### src/rtl/mem_arb_pkg.sv
// Purpose: shared types and constants for the unified-memory arbiter.
//   arb_state_t      arbiter state encoding (IDLE / BUSY_I / BUSY_D)
//   PORT_IF, PORT_D  requester identifiers used by the grant selection
//   CNT_W            latency counter width
//   mem_lat_legal()  range check for the memory latency parameter
package mem_arb_pkg;

    typedef enum logic [1:0] {
        IDLE   = 2'd0,
        BUSY_I = 2'd1,
        BUSY_D = 2'd2
    } arb_state_t;

    localparam logic PORT_IF = 1'b0;
    localparam logic PORT_D  = 1'b1;

    localparam int unsigned CNT_W       = 4;
    localparam int unsigned MEM_LAT_MIN = 1;
    localparam int unsigned MEM_LAT_MAX = 15;

    // True when a latency fits the 4-bit counter without wrapping.
    function automatic bit mem_lat_legal(input int unsigned lat);
        return (lat >= MEM_LAT_MIN) && (lat <= MEM_LAT_MAX);
    endfunction

endpackage

### src/rtl/mem_lat_counter.sv
// Purpose: down-counter that times one memory access.
//   clk, rst    clock, asynchronous active-low clear
//   i_load      load i_load_val (has priority over decrement)
//   i_load_val  value loaded at the grant edge (latency - 1)
//   i_dec       decrement request, saturates at zero
//   o_zero_c    combinational flag: counter is zero
module mem_lat_counter
    import mem_arb_pkg::*;
#(
    parameter int unsigned W = CNT_W
) (
    input  logic         clk,
    input  logic         rst,
    input  logic         i_load,
    input  logic [W-1:0] i_load_val,
    input  logic         i_dec,
    output logic         o_zero_c
);

    logic [W-1:0] r_cnt;

    // Load on grant, count down while busy.
    always_ff @(posedge clk or negedge rst) begin
        if (!rst) begin
            r_cnt <= '0;
        end else if (i_load) begin
            r_cnt <= i_load_val;
        end else if (i_dec && (r_cnt != '0)) begin
            r_cnt <= r_cnt - W'(1);
        end
    end

    assign o_zero_c = (r_cnt == '0);

endmodule

### src/rtl/mem_arbiter.sv
// Purpose: shares one single-port fixed-latency memory between the fetch port
// and the data port. Data requests win over fetch; each access holds mem_en for
// MEM_LAT cycles, then pulses the port's ack with registered read data.
//   clk, rst                     clock, asynchronous active-low reset
//   if_req/if_addr               fetch request and address
//   if_rdata/if_ack              fetched word and 1-cycle completion pulse
//   d_rd/d_wr/d_addr/d_wdata     data read/write request, address, write data
//   d_rdata/d_ack                load data and 1-cycle completion pulse
//   mem_en/mem_we/mem_addr/
//   mem_wdata/mem_rdata          unified memory interface
//   stall                        combinational: a request is still outstanding
module mem_arbiter
    import mem_arb_pkg::*;
#(
    parameter int unsigned ADDR_W  = 32,
    parameter int unsigned DATA_W  = 32,
    parameter int unsigned MEM_LAT = 2
) (
    input  logic              clk,
    input  logic              rst,
    input  logic              if_req,
    input  logic [ADDR_W-1:0] if_addr,
    output logic [DATA_W-1:0] if_rdata,
    output logic              if_ack,
    input  logic              d_rd,
    input  logic              d_wr,
    input  logic [ADDR_W-1:0] d_addr,
    input  logic [DATA_W-1:0] d_wdata,
    output logic [DATA_W-1:0] d_rdata,
    output logic              d_ack,
    output logic              mem_en,
    output logic              mem_we,
    output logic [ADDR_W-1:0] mem_addr,
    output logic [DATA_W-1:0] mem_wdata,
    input  logic [DATA_W-1:0] mem_rdata,
    output logic              stall
);

    // An out-of-range latency falls back to the longest the counter can time.
    localparam int unsigned LAT = mem_lat_legal(MEM_LAT) ? MEM_LAT : MEM_LAT_MAX;

    arb_state_t        r_state, w_state_nxt;
    logic              r_mem_en, w_mem_en_nxt;
    logic              r_mem_we, w_mem_we_nxt;
    logic [ADDR_W-1:0] r_mem_addr, w_mem_addr_nxt;
    logic [DATA_W-1:0] r_mem_wdata, w_mem_wdata_nxt;
    logic [DATA_W-1:0] r_if_rdata, w_if_rdata_nxt;
    logic [DATA_W-1:0] r_d_rdata, w_d_rdata_nxt;
    logic              r_if_ack, w_if_ack_nxt;
    logic              r_d_ack, w_d_ack_nxt;

    logic w_cnt_load;
    logic w_cnt_dec;
    logic w_cnt_zero_c;
    logic w_d_pend;
    logic w_i_pend;
    logic w_sel_port;

    mem_lat_counter #(
        .W (CNT_W)
    ) u_lat_cnt (
        .clk        (clk),
        .rst        (rst),
        .i_load     (w_cnt_load),
        .i_load_val (CNT_W'(LAT - 1)),
        .i_dec      (w_cnt_dec),
        .o_zero_c   (w_cnt_zero_c)
    );

    // A requester whose ack is high this cycle is masked so its still-high
    // request is not granted a second time.
    assign w_d_pend   = (d_rd | d_wr) & ~r_d_ack;
    assign w_i_pend   = if_req & ~r_if_ack;
    assign w_sel_port = w_d_pend ? PORT_D : PORT_IF;

    // State and registered outputs.
    always_ff @(posedge clk or negedge rst) begin
        if (!rst) begin
            r_state     <= IDLE;
            r_mem_en    <= 1'b0;
            r_mem_we    <= 1'b0;
            r_mem_addr  <= '0;
            r_mem_wdata <= '0;
            r_if_rdata  <= '0;
            r_d_rdata   <= '0;
            r_if_ack    <= 1'b0;
            r_d_ack     <= 1'b0;
        end else begin
            r_state     <= w_state_nxt;
            r_mem_en    <= w_mem_en_nxt;
            r_mem_we    <= w_mem_we_nxt;
            r_mem_addr  <= w_mem_addr_nxt;
            r_mem_wdata <= w_mem_wdata_nxt;
            r_if_rdata  <= w_if_rdata_nxt;
            r_d_rdata   <= w_d_rdata_nxt;
            r_if_ack    <= w_if_ack_nxt;
            r_d_ack     <= w_d_ack_nxt;
        end
    end

    // Next-state and next-output logic.
    always_comb begin
        w_state_nxt     = r_state;
        w_mem_en_nxt    = r_mem_en;
        w_mem_we_nxt    = r_mem_we;
        w_mem_addr_nxt  = r_mem_addr;
        w_mem_wdata_nxt = r_mem_wdata;
        w_if_rdata_nxt  = r_if_rdata;
        w_d_rdata_nxt   = r_d_rdata;
        w_if_ack_nxt    = 1'b0;
        w_d_ack_nxt     = 1'b0;
        w_cnt_load      = 1'b0;
        w_cnt_dec       = 1'b0;

        unique case (r_state)
            IDLE: begin
                if (w_d_pend || w_i_pend) begin
                    w_cnt_load   = 1'b1;
                    w_mem_en_nxt = 1'b1;
                    if (w_sel_port == PORT_D) begin
                        w_state_nxt     = BUSY_D;
                        w_mem_we_nxt    = d_wr;    // rd & wr together is a write
                        w_mem_addr_nxt  = d_addr;
                        w_mem_wdata_nxt = d_wdata;
                    end else begin
                        w_state_nxt    = BUSY_I;
                        w_mem_we_nxt   = 1'b0;
                        w_mem_addr_nxt = if_addr;
                    end
                end
            end
            BUSY_I, BUSY_D: begin
                if (w_cnt_zero_c) begin
                    w_state_nxt  = IDLE;
                    w_mem_en_nxt = 1'b0;
                    w_mem_we_nxt = 1'b0;
                    if (r_state == BUSY_I) begin
                        w_if_ack_nxt   = 1'b1;
                        w_if_rdata_nxt = mem_rdata;
                    end else begin
                        w_d_ack_nxt = 1'b1;
                        if (!r_mem_we) begin
                            w_d_rdata_nxt = mem_rdata;
                        end
                    end
                end else begin
                    w_cnt_dec = 1'b1;
                end
            end
            default: begin
                w_state_nxt  = IDLE;
                w_mem_en_nxt = 1'b0;
                w_mem_we_nxt = 1'b0;
            end
        endcase
    end

    assign mem_en    = r_mem_en;
    assign mem_we    = r_mem_we;
    assign mem_addr  = r_mem_addr;
    assign mem_wdata = r_mem_wdata;
    assign if_rdata  = r_if_rdata;
    assign d_rdata   = r_d_rdata;
    assign if_ack    = r_if_ack;
    assign d_ack     = r_d_ack;

    // Holds the pipeline while any request is still waiting for its ack.
    assign stall = (if_req & ~r_if_ack) | ((d_rd | d_wr) & ~r_d_ack);

endmodule
### config.mk
export PLATFORM = sky130hd
export DESIGN_NAME = mem_arbiter
export DESIGN_NICKNAME = d
export VERILOG_FILES = /design/src/rtl/mem_arb_pkg.sv /design/src/rtl/mem_lat_counter.sv /design/src/rtl/mem_arbiter.sv
export SDC_FILE = /design/constraint.sdc
export NUM_CORES = 1
export LEC_CHECK = 0
export ABC_AREA = 1
export ABC_CLOCK_PERIOD_IN_PS = 1600
export CORE_AREA = 4 4 123 125
export CTS_CLUSTER_SIZE = 14
export DETAILED_ROUTE_END_ITERATION = 7
export DIE_AREA = 0 0 127 129
export GPL_ROUTABILITY_DRIVEN = 0
export HOLD_SLACK_MARGIN = 0.06
export PLACE_DENSITY = 0.77
export SLEW_MARGIN = 20
export SYNTH_ARGS = -nofsm -noshare
export SYNTH_HDL_FRONTEND = slang
export SYNTH_SLANG_ARGS = --single-unit
### constraint.sdc
create_clock -name clk -period 1.6 [get_ports clk]
set_input_delay 0.24 -clock clk [delete_from_list [all_inputs] [get_ports clk]]
set_output_delay 0.24 -clock clk [all_outputs]
set_load 0.01 [all_outputs]
Word level (Yosys, flattened, before mapping) --
Index checks and enable logic that the tools add are counted.
Operators by class: reductions and logical operators 12, bitwise operators 8, add/sub/neg operators 1, muxes and demuxes 24, equality and inequality tests 4
Operators with widths (number):
- 32-bit two-way mux | 1
- 1-bit two-way mux | 15
- 4-bit two-way mux | 2
- 2-bit two-way mux | 3
- 3-bit AND reduction | 2
- 4-bit zero test | 1
- 1-bit NOT | 4
- 1-bit case mux with 2 select lines | 2
- 2-bit case mux with 2 select lines | 1
- 2-bit AND reduction | 2
- 4-bit AND reduction | 1
- 4-bit nonzero test | 1
- 4-bit by 1-bit subtractor with 4-bit output, second input constant | 1
- 1-bit bitwise AND | 2
- 2-bit by 1-bit equality test with 1-bit output, second input constant | 1
- 2-bit equality test, second input constant | 1
- 2-bit zero test | 1
- 2-bit by 1-bit != test with 1-bit output, second input constant | 1
- 2-bit != test, second input constant | 1
- 1-bit OR | 2
- 2-bit nonzero test | 1
- 2-bit OR reduction | 1
- 1-bit logical AND | 1
- 1-bit logical OR | 1
Storage, ports and cells: logic and storage cells 59, bits in registers 138, input bits 133, output and inout bits 133

Depth between registers and ports, before layout --
depth after elaboration 6, gate-level depth with buffers 9, depth with buffers taken out 8

Hierarchy --
From an unflattened synthesis, not the netlist that was laid out.
Unflattened totals: cells, all modules 705, area total of the unflattened synthesis 5833.1 um2
By module, submodules not included:
- mem_arbiter | area an instance 5537.8 um2, instances 1, cells each 659
- mem_lat_counter | area an instance 295.3 um2, instances 1, cells each 46

Worst setup path after synthesis --
Ideal clock, no wire load.
path type reg-to-reg, start reg u_lat_cnt.r_cnt[0], end reg r_if_rdata[24] (netlist: if_rdata[24]), data arrival time 1.280 ns, setup time 0.130 ns, clock period less this slack 1.411 ns, slack 0.189 ns, cell stages (with the launch flop) 10, cell sequence dfrtp_1 inv_1 ha_1 nand3_2 inv_2 nand2_1 buf_2 buf_2 nand2_1 o21ai_0
Between the ends: longest elaborated chain between the ends 2
RTL lines:
- start: declaration | RTL line mem_lat_counter.sv:20 | logic [W-1:0] r_cnt;
- start signal: assignment | RTL line mem_lat_counter.sv:27 | r_cnt <= i_load_val;
- start signal: assignment | RTL line mem_lat_counter.sv:29 | r_cnt <= r_cnt - W'(1);
- 4-bit zero test | RTL line mem_lat_counter.sv:33 | assign o_zero_c = (r_cnt == '0);
- 3-bit AND reduction (no line)
- end signal: assignment | RTL line mem_arbiter.sv:94 | r_if_rdata <= w_if_rdata_nxt;
- end: declaration | RTL line mem_arbiter.sv:47 | logic [DATA_W-1:0] r_if_rdata, w_if_rdata_nxt;
Every way passes these cells. A chain may end at the register's enable or synchronous reset.

Worst setup path after layout --
start reg r_d_rdata[2] (netlist: d_rdata[2]), end out d_rdata[2]
RTL lines:
- start: declaration | RTL line mem_arbiter.sv:48 | logic [DATA_W-1:0] r_d_rdata, w_d_rdata_nxt;
- start signal: assignment | RTL line mem_arbiter.sv:95 | r_d_rdata <= w_d_rdata_nxt;
- end: declaration | RTL line mem_arbiter.sv:29 | output logic [DATA_W-1:0] d_rdata,
No word-level cell between the ends.

==> impl_metrics.tcl <==
set metrics [dict create \
    status "completed" \
    wl_um 16300 \
    cts_buffer_depth 2 \
    clkTransAtPathRegs_ns 0.06 \
    arrival_ns 1.34 \
    drc_errors 0 \
    cp-end-kind "output port" \
    ys_ff_latch 138 \
    dpl.hpwl_um 11900 \
    cts_root_buf "clkbuf_16" \
    yosysSeqAreaShare 0.599 \
    max_stage_delay_ns 0.57 \
    firstDrtPassIters 6 \
    fin_crit_sh 0.988 \
    mostFrequentLayoutCell "nand2_1" \
    io_buffers 265 \
    clock_sinks 138 \
    power_density_nw_per_um2 2000 \
    synthCells 683 \
    fin_worst_skew_ns 0.0105 \
    synth_top_cell_by_area "dfrtp_1" \
    via_per_inst 4.57 \
    required_ns 1.36 \
    hold_class "primary input to asynchronous set/reset pin" \
    synth_top_area_frac 0.599 \
    synth.yosys.warnings 0 \
    numCtsBuffers 17 \
    syn-num-nets 820 \
    start_util 0.415 \
    synth_simple_gate_area_frac 0.221 \
    wire_per_inst_um 14.2 \
    maxCapViolCount 0 \
    postCtsSetupRepairBufs 0 \
    fmax_mhz 633 \
    antennaDiodeCount 0 \
    synth.distinct_cells 19 \
    nNetsFinal 1094 \
    fin_crit_ns 1.58 \
    tightestPinTransition_ns 0.514 \
    path_delay_family "buffers and inverters" \
    fp.dieW_um 127 \
    synth.area.top_cells "dfrtp_1, nand2_1, o21ai_0" \
    n_fill_cell 1111 \
    synth_top_family_by_area "simple AND/OR/NAND/NOR gates" \
    p_leak_nw 5.30 \
    cts-htree-levels 4 \
    grt_pass1_wl_um 25000 \
    insertion_delay_ns 0.41 \
    grt_overflow_total 0 \
    dpl_cell_area_um2 8730 \
    cp-start-kind "flip-flop" \
    setup_viol 0 \
    slew_headroom 0.657 \
    async_reset_ff_frac 1.00 \
    critical_path_class "flip-flop to output port" \
    synthMuxAreaShare 0 \
    drtIter0Drc 260 \
    most-common-layout-cells "nand2_1, clkdlybuf4s50_1, dfrtp_1, inv_1, o21ai_0" \
    die_h_um 129 \
    cp_num_buf_inv 1 \
    hold_violations 0 \
    synth_compound_area_frac 0.0866 \
    finalInstanceArea_um2 9510 \
    antenna_found_initial 0 \
    synthAdderAreaFrac 0.00868 \
    synthFlopType "dfrtp_1" \
    crit_path_max_fanout 2 \
    cts_tree "built" \
    synth_edf_count 0 \
    avgSynthCellArea_um2 8.44 \
    grtUsageTotal 0.193 \
    core_um2 13900 \
    drive_above_1_share 0.0680 \
    synthXorXnorAreaFrac 0 \
    slew_violations 0 \
    vias 5257 \
    peakVddDrop_v 0.000900 \
    die_area_um2 16400 \
    cp_slowest_cell "clkdlybuf4s50_1" \
    path_cells "clkdlybuf4s50_1" \
    tns_ns 0 \
    ios 266 \
    rows 43 \
    area_growth_pct 64.8 \
    ant_nets 0 \
    grt_pass1_vias 5003 \
    grt_start_max_net_pins 67 \
    syn_area_um2 5770 \
]
## Yosys cell counts, types with 2 or more instances
master    number
nand3_1        7
nand3_2        2
inv_2          5
buf_6          4
ha_1           4
nand2_1      313
o21ai_1       36
o21ai_0       60
nor2_1         6
buf_2         18
buf_4          4
inv_1         74
dfrtp_1      138
clkbuf_1       7
## kinds of logic after synthesis
kind of cell,Yosys count
flops,138
simple gates,332
buf+inv,112
compound gates,97
fa+ha+maj,4
## registers in the layout, summed over array words and instances (netlist names), 2 cells and up
| name | count |
|---|---|
| d_rdata | 32 |
| if_rdata | 32 |
| mem_addr | 32 |
| mem_wdata | 32 |
| u_lat_cnt.r_cnt | 4 |
| r_state | 2 |
## routing by layer
metal,part of all wire,vias to the layer above,GRT usage
met4,0.030,0,0.0890
li1,-,2624,-
met2,0.51,186,0.320
met3,0.068,34,0.0627
met1,0.39,2413,0.228
met5,0,-,0
## layout make-up
cell class,instances,area (um2),area share
multi-input combinational,433,1840,0.193
timing repair buffer,288,3080,0.324
clock buffer,21,470,0.0495
clock inverter,11,144,0.0151
inverter,79,299,0.0315
sequential,138,3450,0.363
tap,180,225,0.0237
## final timing paths
kind / start / end / slack [ns] / depth (start not counted)
max in group asynchronous: rst / if_rdata[9]$_DFFE_PN0P_ / 0.67 / 3
max: d_rdata[2]$_DFFE_PN0P_ / d_rdata[2] / 0.02 / 1
min in group clk: d_wdata[20] / mem_wdata[20]$_DFFE_PN0P_ / 0.37 / 3
max reg2reg: r_state[0]$_DFFE_PN0P_ / d_rdata[5]$_DFFE_PN0P_ / 0.11 / 5
min: rst / if_rdata[8]$_DFFE_PN0P_ / 0.29 / 2
min reg2reg: mem_wdata[2]$_DFFE_PN0P_ / mem_wdata[2]$_DFFE_PN0P_ / 0.47 / 2
## through the flow
stage	utilization	instances	hold slack [ns]	power [mW]	setup slack, ns
floorplan	-	683	-0.0556	10.3	0.189
global placement	0.629	1116	0.134	15.0	-0.227
detailed placement	0.629	1116	0.129	15.3	-0.227
CTS	0.672	1149	0.252	19.3	0.000558
global route	0.685	1150	0.297	20.3	-0.0258
finish	0.685	1150	0.290	19.0	0.0193
## where the power goes
part	leakage [nW]	internal [mW]	switching (mW)
Sequential	1.67	5.24	0.891
Combinational	3.33	4.39	4.43
Clock	0.303	2.57	1.45
## timing repair
action | 4_1_cts | 5_1_grt
hold buffers | 1 | 0
setup endpoints to repair | 12 | 73
hold endpoints to repair | 111 | 0
gates resized for setup | 15 | 59
gates cloned | 0 | 1
(Power assumes the default switching activity.)
